===== config.mk =====
export PLATFORM = sky130hd
export DESIGN_NAME = sample_mixer
export DESIGN_NICKNAME = d
export VERILOG_FILES = /design/src/rtl/sample_mixer_pkg.sv /design/src/rtl/sample_mixer_saturate.sv /design/src/rtl/sample_mixer.sv
export SDC_FILE = /design/constraint.sdc
export NUM_CORES = 1
export LEC_CHECK = 0
export ABC_AREA = 0
export ABC_CLOCK_PERIOD_IN_PS = 2500
export BUFFER_PORTS_ARGS = -buffer_cell sky130_fd_sc_hd__clkbuf_2
export CORE_ASPECT_RATIO = 0.8
export CORE_MARGIN = 2
export CORE_UTILIZATION = 50
export DETAILED_ROUTE_END_ITERATION = 8
export GPL_ROUTABILITY_DRIVEN = 1
export PLACE_DENSITY_LB_ADDON = 0.15
export REMOVE_ABC_BUFFERS = 1
export SLEW_MARGIN = 20
export SYNTH_ARGS = -nofsm -noshare
export SYNTH_HDL_FRONTEND = slang
export SYNTH_SLANG_ARGS = --single-unit

===== constraint.sdc =====
create_clock -name clk -period 2.5 [get_ports clk]
set_input_delay 0.375 -clock clk [delete_from_list [all_inputs] [get_ports clk]]
set_output_delay 0.375 -clock clk [all_outputs]
set_load 0.01 [all_outputs]

===== src/rtl/sample_mixer_pkg.sv =====
// Shared widths and mute state encoding for the sample mixer.
// Imported by sample_mixer and sample_saturate.
package sample_mixer_pkg;

    localparam int SAMPLE_WIDTH = 16;
    localparam int ATTEN_WIDTH  = 4;
    localparam int ATTEN_MAX    = 2**ATTEN_WIDTH - 1;

    typedef enum logic [1:0] {
        UNMUTED,
        RAMP_DOWN,
        MUTED,
        RAMP_UP
    } mute_state_t;

endpackage


===== src/rtl/sample_mixer_saturate.sv =====
// Signed clamp of a W+1 bit value into W bits with a clip indication.
// One instance per output channel.
module sample_saturate
    import sample_mixer_pkg::*;
#(
    parameter int W = SAMPLE_WIDTH
) (
    input  logic signed [W:0]   in_i,
    output logic signed [W-1:0] out_o,
    output logic                clip_o
);

    // Overflow exactly when the two top bits disagree.
    always_comb begin
        out_o  = in_i[W-1:0];
        clip_o = 1'b0;
        if (in_i[W] != in_i[W-1]) begin
            clip_o = 1'b1;
            out_o  = in_i[W] ? {1'b1, {(W-1){1'b0}}}
                             : {1'b0, {(W-1){1'b1}}};
        end
    end

endmodule


===== src/rtl/sample_mixer.sv =====
// Channel mixer: L=a+c, R=b+d, attenuate, soft mute ramp, saturate, hold.
// Optional sticky clip flags under SAMPLE_MIXER_CLIP_DETECT_EN.
module sample_mixer #(
    parameter int SAMPLE_WIDTH = sample_mixer_pkg::SAMPLE_WIDTH,
    parameter int ATTEN_WIDTH  = sample_mixer_pkg::ATTEN_WIDTH,
    parameter int RAMP_DIV     = 1
) (
    input  logic                           clk,
    input  logic                           reset_n,
    input  logic                           sample_clk_en,
    input  logic signed [SAMPLE_WIDTH-1:0] channel_a,
    input  logic signed [SAMPLE_WIDTH-1:0] channel_b,
    input  logic signed [SAMPLE_WIDTH-1:0] channel_c,
    input  logic signed [SAMPLE_WIDTH-1:0] channel_d,
    input  logic [ATTEN_WIDTH-1:0]         atten,
    input  logic                           mute_req,
    output logic signed [SAMPLE_WIDTH-1:0] sample_l,
    output logic signed [SAMPLE_WIDTH-1:0] sample_r,
    output logic                           sample_valid,
    input  logic                           sample_ready,
    output logic                           ac_mute_n,
    output logic [7:0]                     overrun_cnt,
    output logic                           clip_l,
    output logic                           clip_r,
    input  logic                           clip_clr
);

    import sample_mixer_pkg::*;

    localparam int SW1 = SAMPLE_WIDTH + 1;
    localparam int DW  = (RAMP_DIV > 1) ? $clog2(RAMP_DIV) : 1;
    localparam logic [ATTEN_WIDTH-1:0] ATT_TOP = '1;

    mute_state_t state_q, state_d;
    logic [ATTEN_WIDTH-1:0] cur_q, cur_d;
    logic [ATTEN_WIDTH-1:0] base, base_inc, cur_dec;
    logic [DW-1:0] div_q, div_d;
    logic step;

    logic s1_vld_q, s2_vld_q;
    logic signed [SW1-1:0] sum_l_q, sum_r_q;
    logic signed [SW1-1:0] shl_l_q, shl_r_q;
    logic signed [SAMPLE_WIDTH-1:0] sat_l, sat_r;
    logic clip_l_raw, clip_r_raw;

    logic signed [SAMPLE_WIDTH-1:0] out_l_q, out_r_q;
    logic valid_q, valid_d;
    logic [7:0] ovr_q, ovr_d;
    logic load;

    assign step = sample_clk_en && (div_q == DW'(RAMP_DIV - 1));

    // Ramp divider counts strobes between attenuation steps.
    always_comb begin
        div_d = div_q;
        if (sample_clk_en) begin
            div_d = step ? '0 : div_q + DW'(1);
        end
    end

    // Mute FSM: one attenuation step per divided strobe.
    always_comb begin
        state_d  = state_q;
        cur_d    = cur_q;
        base     = (state_q == UNMUTED) ? atten : cur_q;
        base_inc = base + 1'b1;
        cur_dec  = cur_q - 1'b1;
        if (sample_clk_en && !step) begin
            if (state_q == UNMUTED) begin
                cur_d = atten;
            end
        end else if (step) begin
            if (mute_req) begin
                if (state_q != MUTED) begin
                    if (base == ATT_TOP || base_inc == ATT_TOP) begin
                        state_d = MUTED;
                        cur_d   = ATT_TOP;
                    end else begin
                        state_d = RAMP_DOWN;
                        cur_d   = base_inc;
                    end
                end
            end else if (state_q != UNMUTED) begin
                if (cur_q == '0 || cur_dec <= atten) begin
                    state_d = UNMUTED;
                    cur_d   = atten;
                end else begin
                    state_d = RAMP_UP;
                    cur_d   = cur_dec;
                end
            end else begin
                cur_d = atten;
            end
        end
    end

    // Mute state, current attenuation and ramp divider.
    always_ff @(posedge clk or negedge reset_n) begin
        if (!reset_n) begin
            state_q <= MUTED;
            cur_q   <= ATT_TOP;
            div_q   <= '0;
        end else begin
            state_q <= state_d;
            cur_q   <= cur_d;
            div_q   <= div_d;
        end
    end

    // S1 sum and S2 shift/mute, each advancing behind the strobe.
    always_ff @(posedge clk or negedge reset_n) begin
        if (!reset_n) begin
            s1_vld_q <= 1'b0;
            s2_vld_q <= 1'b0;
            sum_l_q  <= '0;
            sum_r_q  <= '0;
            shl_l_q  <= '0;
            shl_r_q  <= '0;
        end else begin
            s1_vld_q <= sample_clk_en;
            s2_vld_q <= s1_vld_q;
            if (sample_clk_en) begin
                sum_l_q <= SW1'(channel_a) + SW1'(channel_c);
                sum_r_q <= SW1'(channel_b) + SW1'(channel_d);
            end
            if (s1_vld_q) begin
                if (state_q == MUTED) begin
                    shl_l_q <= '0;
                    shl_r_q <= '0;
                end else begin
                    shl_l_q <= sum_l_q >>> cur_q;
                    shl_r_q <= sum_r_q >>> cur_q;
                end
            end
        end
    end

    sample_saturate #(.W(SAMPLE_WIDTH)) u_sat_l (
        .in_i   (shl_l_q),
        .out_o  (sat_l),
        .clip_o (clip_l_raw)
    );

    sample_saturate #(.W(SAMPLE_WIDTH)) u_sat_r (
        .in_i   (shl_r_q),
        .out_o  (sat_r),
        .clip_o (clip_r_raw)
    );

    assign load = s2_vld_q && (!valid_q || sample_ready);

    // Output handshake: load when free, otherwise drop and count.
    always_comb begin
        valid_d = valid_q;
        ovr_d   = ovr_q;
        if (valid_q && sample_ready) begin
            valid_d = 1'b0;
        end
        if (load) begin
            valid_d = 1'b1;
        end
        if (s2_vld_q && valid_q && !sample_ready && ovr_q != 8'hFF) begin
            ovr_d = ovr_q + 8'd1;
        end
    end

    // Held output pair, valid flag and overrun counter.
    always_ff @(posedge clk or negedge reset_n) begin
        if (!reset_n) begin
            out_l_q <= '0;
            out_r_q <= '0;
            valid_q <= 1'b0;
            ovr_q   <= '0;
        end else begin
            valid_q <= valid_d;
            ovr_q   <= ovr_d;
            if (load) begin
                out_l_q <= sat_l;
                out_r_q <= sat_r;
            end
        end
    end

    assign sample_l     = out_l_q;
    assign sample_r     = out_r_q;
    assign sample_valid = valid_q;
    assign overrun_cnt  = ovr_q;
    assign ac_mute_n    = (state_q != MUTED);

`ifdef SAMPLE_MIXER_CLIP_DETECT_EN
    logic clip_l_q, clip_l_d, clip_r_q, clip_r_d;

    // Sticky clip flags; a new clip wins over a clear.
    always_comb begin
        clip_l_d = clip_l_q;
        clip_r_d = clip_r_q;
        if (clip_clr) begin
            clip_l_d = 1'b0;
            clip_r_d = 1'b0;
        end
        if (s2_vld_q && clip_l_raw) begin
            clip_l_d = 1'b1;
        end
        if (s2_vld_q && clip_r_raw) begin
            clip_r_d = 1'b1;
        end
    end

    // Clip flag registers.
    always_ff @(posedge clk or negedge reset_n) begin
        if (!reset_n) begin
            clip_l_q <= 1'b0;
            clip_r_q <= 1'b0;
        end else begin
            clip_l_q <= clip_l_d;
            clip_r_q <= clip_r_d;
        end
    end

    assign clip_l = clip_l_q;
    assign clip_r = clip_r_q;
`else
    logic unused_clip;

    assign unused_clip = ^{clip_clr, clip_l_raw, clip_r_raw};
    assign clip_l      = 1'b0;
    assign clip_r      = 1'b0;
`endif

endmodule


### Yosys cells after proc, flatten, opt, wreduce, memory -nomap -nowiden

Cells that the tools add are included.

| operators by class | value |
|---|---|
| bitwise logic cells | 2 |
| $lt $le $gt $ge | 1 |
| add/sub/neg operators | 6 |
| shift-type cells | 2 |
| equality and inequality tests | 9 |
| reduce and logical (&&, ||, !) cells | 21 |
| muxes and demuxes | 22 |

Operators by type and width:

| cell | count |
|---|---|
| 16-bit 2-to-1 mux | 4 |
| 16-bit by 16-bit adder with 17-bit output | 2 |
| 17-bit 2-to-1 mux | 2 |
| 17-bit by 4-bit >>> shifter with 17-bit output | 2 |
| 4-bit 2-to-1 mux | 8 |
| 2-bit 2-to-1 mux | 5 |
| 8-bit by 1-bit adder with 8-bit output, second input constant | 1 |
| 4-bit == test, second input constant | 2 |
| 8-bit inequality test, second input constant | 1 |
| 2-bit nonzero test | 4 |
| 1-bit logical AND | 7 |
| 4-bit by 1-bit adder with 4-bit output, second input constant | 1 |
| 4-bit less-or-equal comparator | 1 |
| 4-bit zero test | 1 |
| 4-bit AND reduction | 1 |
| 4-bit by 1-bit subtractor with 4-bit output, second input constant | 1 |
| 1-bit zero test | 3 |
| 1-bit logical OR | 3 |
| 1-bit 2-to-1 mux | 3 |
| 3-bit by 1-bit inequality test with 1-bit output, second input constant | 1 |
| 2-bit == test, second input constant | 1 |
| 2-bit zero test | 1 |
| 1-bit inequality test | 2 |
| 2-bit by 1-bit inequality test with 1-bit output, second input constant | 1 |
| 4 further kinds | 5 |

| storage, ports and cells | value |
|---|---|
| input bits | 74 |
| output and inout bits | 44 |
| register bits | 118 |

### Longest topological paths before layout

| depth | value |
|---|---|
| word-level depth | 10 |
| gate-level depth with buffers | 12 |
| depth with buffers taken out | 9 |

### Modules after synthesis

A second synthesis with hierarchy kept.

| unflattened totals | value |
|---|---|
| cell total of the unflattened synthesis | 854 |
| area, all modules | 8419.3 um^2 |

By module, submodules not included:

| module | cells an instance | area each (um^2) | times used |
|---|---|---|---|
| sample_mixer | 776 | 7996.4 | 1 |
| sample_saturate | 39 | 211.5 | 2 |

### Least setup slack after synthesis

OpenSTA, ideal clock, no wires.

| timing path | value |
|---|---|
| kind | register to register |
| from | reg cur_q[0] |
| to | reg cur_q[1] |
| clock period less this slack | 2.683 ns |
| path buffers | 3 |
| data arrival time | 2.578 ns |
| data required time | 2.395 ns |
| slack | -0.183 ns |
| cell stages (with the launch flop) | 13 |
| cell sequence | dfstp_2 buf_6 buf_12 buf_4 inv_1 ha_1 xor2_1 ha_1 nand4_1 nand3b_1 a21oi_1 nor3_1 o41ai_1 |

| on the way | value |
|---|---|
| word-level cells in the longest chain between the ends | 9 |
| elaborated cells between the ends (all ways) | 16 |
| classes of those cells | 2 x add/sub; 1 x order compare; 2 x eq/ne; 8 x mux; 3 x reduce/logical |

RTL lines:

| item | line | RTL |
|---|---|---|
| start, declared | sample_mixer.sv:35 | `logic [ATTEN_WIDTH-1:0] cur_q, cur_d;` |
| start signal, assigned | sample_mixer.sv:105 | `cur_q <= cur_d;` |
| branches (longest 6 deep; another with 4-bit by 1-bit subtractor with 4-bit output) | - |  |
| 4-bit 2-to-1 mux (*) | sample_mixer.sv:73 | `if (mute_req) begin` |
| 4-bit 2-to-1 mux (*) | sample_mixer.sv:72 | `end else if (step) begin` |
| 4-bit 2-to-1 mux (*) | sample_mixer.sv:68 | `if (sample_clk_en && !step) begin` |

Mark *: on every way between the ends. The select of a mux whose other input is x is not followed.
A chain may end at the register's enable or synchronous reset.

### Worst setup path in the final report

| timing path | value |
|---|---|
| from | reg cur_q[0] |
| to | reg cur_q[3] |

Same word-level chain as after synthesis.

==> summary.txt <==
Pwr
  • Power per cell area: 1160 nW/um2
  • VDD IR-drop max: 0.517 mV
  • Final total power: 11.2 mW
  • Leakage power: 4.33 nW

Flow run
  • Number of max-capacitance violations reported: 0

Floorplanning
  • Die H: 118 um
  • I/O pin cnt: 118
  • Overall die width: 147 um
  • Initial Util: 51.5%
  • Core Area: 15900 um2
  • Die area: 17400 um2
  • Standard-cell row count: 41

Synthesis
  • Dominant cells by area after synthesis: sky130_fd_sc_hd__dfrtp_1 (35%), sky130_fd_sc_hd__a21oi_1 (7.5%), sky130_fd_sc_hd__ha_1 (6.7%)
  • Cells after synthesis: 869
  • Sequential element share of the synthesized area: 36.2%
  • Largest area contributor in the synthesized netlist: sky130_fd_sc_hd__dfrtp_1
  • Proportion of register bits with asynchronous set or reset after synthesis: 100%
  • Most frequent cell after synthesis: sky130_fd_sc_hd__a21oi_1
  • Post-synthesis average cell area: 9.40 um2
  • Mapped Area: 8170 um2
  • Count of warnings emitted by yosys: 0
  • Synth top area share: 34.6%
  • #FFs+latches synth: 118
  • Count of flip-flops with a built-in enable after synthesis: 0
  • Synth cell count leaders: sky130_fd_sc_hd__a21oi_1 (122), sky130_fd_sc_hd__dfrtp_1 (113), sky130_fd_sc_hd__nor2_1 (70)
  • Number of library cell types mapped by synthesis: 70
  • Primary FF master, synth: sky130_fd_sc_hd__dfrtp_1

Routing
  • Post-DR wirelength/cell: 15.3 um
  • Post-route DRC violation count: 0
  • Post-Route WL: 18400 um
  • Iteration-0 DRC count of the detailed router: 434
  • Residual antenna-violating net count after detailed routing: 0
  • Number of iterations in the first detailed-routing pass: 5
  • Vias: 6836
  • Drt via density: 5.69

CTS
  • Clock net sink count: 118
  • Clk Tree Root Cell: sky130_fd_sc_hd__clkbuf_16
  • CTS tree: built
  • Cts bufs inserted: 17
  • Maximum root-to-sink buffer count: 2
  • Number of H-tree branching levels: 4
  • Clock Pin Slew Worst Setup and Hold Paths: 50 ps
  • Clk_lat worst skew: 420 ps

STA
  • Worst setup skew after layout: 7.80 ps
  • Count of final setup violators: 0
  • Achievable Freq: 408 MHz
  • Slew at the pin closest to its max-slew limit: 907 ps
  • Total negative slack: 0 ps
  • Final cycle utilization of the critical path: 97.9%
  • Number of hold-slack violations in the final timing report: 0
  • Relative slew margins: 39.3%
  • Shortest clock period the worst path allows after layout: 2450 ps
  • Count of pins over their slew limit: 0

Global routing
  • Via count of the first global-routing pass: 6121
  • First-pass GRT wire length: 30700 um
  • Antenna violations before repair: 0
  • Tot GR Track Use: 21.7%
  • Pin count of the biggest net entering global routing: 65
  • Total global routing overflow: 0

Setup path
  • Data required time of the critical path: 2840 ps
  • Max stage delay on crit path: 620 ps
  • Largest fanout on the critical path: 6
  • Number of buffers and inverters on the critical path: 3
  • Startpoint type of the worst setup path: flip-flop
  • Worst Path Class, Setup: flip-flop to flip-flop
  • Series of cell instances along the critical path: inv_2 > ha_1 > inv_2 > ha_4 > nor2b_1 > o211ai_1 > a21oi_2 > buf_4 > mux2i_2 > o211ai_1
  • Kind of end point of the critical path: flip-flop
  • Critical path arrival: 2790 ps
  • Kind of cell with the highest combined delay on the critical path: compound AO/OA/AOI/OAI gates
  • Slowest library cell on the worst path: sky130_fd_sc_hd__dfstp_2

Finish
  • Layout Cell Area excl Fill: 9630 um2
  • Count of nets after finishing: 1093
  • Diodes inserted: 0
  • Syn-to-layout area delta: 17.9%
  • Utilization of the core after routing: 60.7%
  • Ratio of cells with drive above 1 in the final layout: 23.9%
  • Number of standard cells in the final layout excluding fillers: 1201

Placed design
  • Number of cells in the design after placement: 1165
  • Final weighted congestion in routability-driven placement: 0.851
  • Placed Area: 8930 um2
  • Placed wire-length estimate after detailed placement: 13400 um
  • Number of I/O port buffers: 114

Min path
  • Class of the tightest hold or removal check: input port to flip-flop

Outcome
  • Status: complete, no violations
==> where the power goes <==
group          switching, mW  internal [mW]  leakage (nW)  total (mW)
Combinational           2.97           2.48          2.63        5.45
Clock                  0.880           1.62         0.290        2.50
Sequential             0.572           2.65          1.40        3.23
==> per-stage QoR <==
stage,hold slack (ps),worst slack (ps)
after floorplan,79.4,-411
after global placement,360,127
after detailed placement,358,76.2
after CTS,234,61.4
after global routing,257,-57.4
final,255,51.3
==> final timing paths <==
| path | startpoint | to | slack, ps | cells after the start |
|---|---|---|---|---|
| hold reg to reg | s2_vld_q | sample_valid | 480 | 1 |
| setup reg to reg | cur_q[0] | cur_q[3] | 50 | 10 |
| max in group asynchronous | reset_n | sample_r[1] | 1370 | 3 |
| hold / removal | sample_ready | sample_valid | 250 | 3 |
| min in group asynchronous | reset_n | sample_r[14] | 440 | 2 |
| setup / recovery | cur_q[0] | cur_q[3] | 50 | 10 |
==> kinds of logic after synthesis <==
family / share of synthesized area, %
xor gates and xnor gates: 2.47
muxes: 14.3
buffers and inverters: 6.42
DFF: 36.2
other: 0.0459
adders and majority gates: 7.23
AOI/OAI and AO/OA: 21.1
and+or+nand+nor: 12.2
==> routing by layer <==
layer | wire length (um) | part of all wire (%) | vias up | track usage, %
met3 | 976 | 5.3 | 11 | 5.10
met1 | 9870 | 54 | 3211 | 34.9
met4 | 121 | 0.66 | 0 | 4.69
met2 | 7410 | 40 | 199 | 29.2
met5 | 0 | 0 | - | 0
li1 | - | - | 3415 | -
==> registers in the layout, summed over array words and instances (netlist names), 4 cells and up <==
register / count
sample_r: 16
sample_l: 16
sum_l_q: 17
shl_r_q: 17
shl_l_q: 17
overrun_cnt: 8
cur_q: 4
sum_r_q: 17
==> worst register-to-register path: stages, from the launching register on <==
cell	delay [ps]
sky130_fd_sc_hd__dfstp_2	620
sky130_fd_sc_hd__inv_2	60
sky130_fd_sc_hd__ha_1	300
sky130_fd_sc_hd__inv_2	80
sky130_fd_sc_hd__ha_4	200
sky130_fd_sc_hd__nor2b_1	130
sky130_fd_sc_hd__o211ai_1	360
sky130_fd_sc_hd__a21oi_2	120
sky130_fd_sc_hd__buf_4	170
sky130_fd_sc_hd__mux2i_2	150
sky130_fd_sc_hd__o211ai_1	190
==> repair_timing <==
item                                   CTS  global route
hold buffers                             1             0
setup endpoints to repair                0             6
endpoints found under the hold margin   31             0
gates resized for setup                  0            13
buffers inserted                         0             3
==> area by class of cell <==
type	count	area, um2
well taps	215	269
fillers	1394	6220
flip-flops and latches	118	2960
repair buffers	143	806
multi-input cells	628	4740
clock inverters	11	149
clock buffers	21	460
inverters	65	244
==> cell usage in the layout (no fill, tap or decap), types with 21 or more instances in the layout <==
cell / instances
sky130_fd_sc_hd__mux2_2: 21
sky130_fd_sc_hd__clkbuf_2: 113
sky130_fd_sc_hd__buf_4: 28
sky130_fd_sc_hd__o22ai_1: 24
sky130_fd_sc_hd__o211ai_1: 22
sky130_fd_sc_hd__nand3_1: 21
sky130_fd_sc_hd__nor2_1: 69
sky130_fd_sc_hd__a21oi_1: 120
sky130_fd_sc_hd__mux4_2: 21
sky130_fd_sc_hd__inv_1: 61
sky130_fd_sc_hd__o21ai_0: 36
sky130_fd_sc_hd__ha_1: 43
sky130_fd_sc_hd__dfrtp_1: 113
sky130_fd_sc_hd__nand2_1: 53
(Power assumes the default switching activity.)
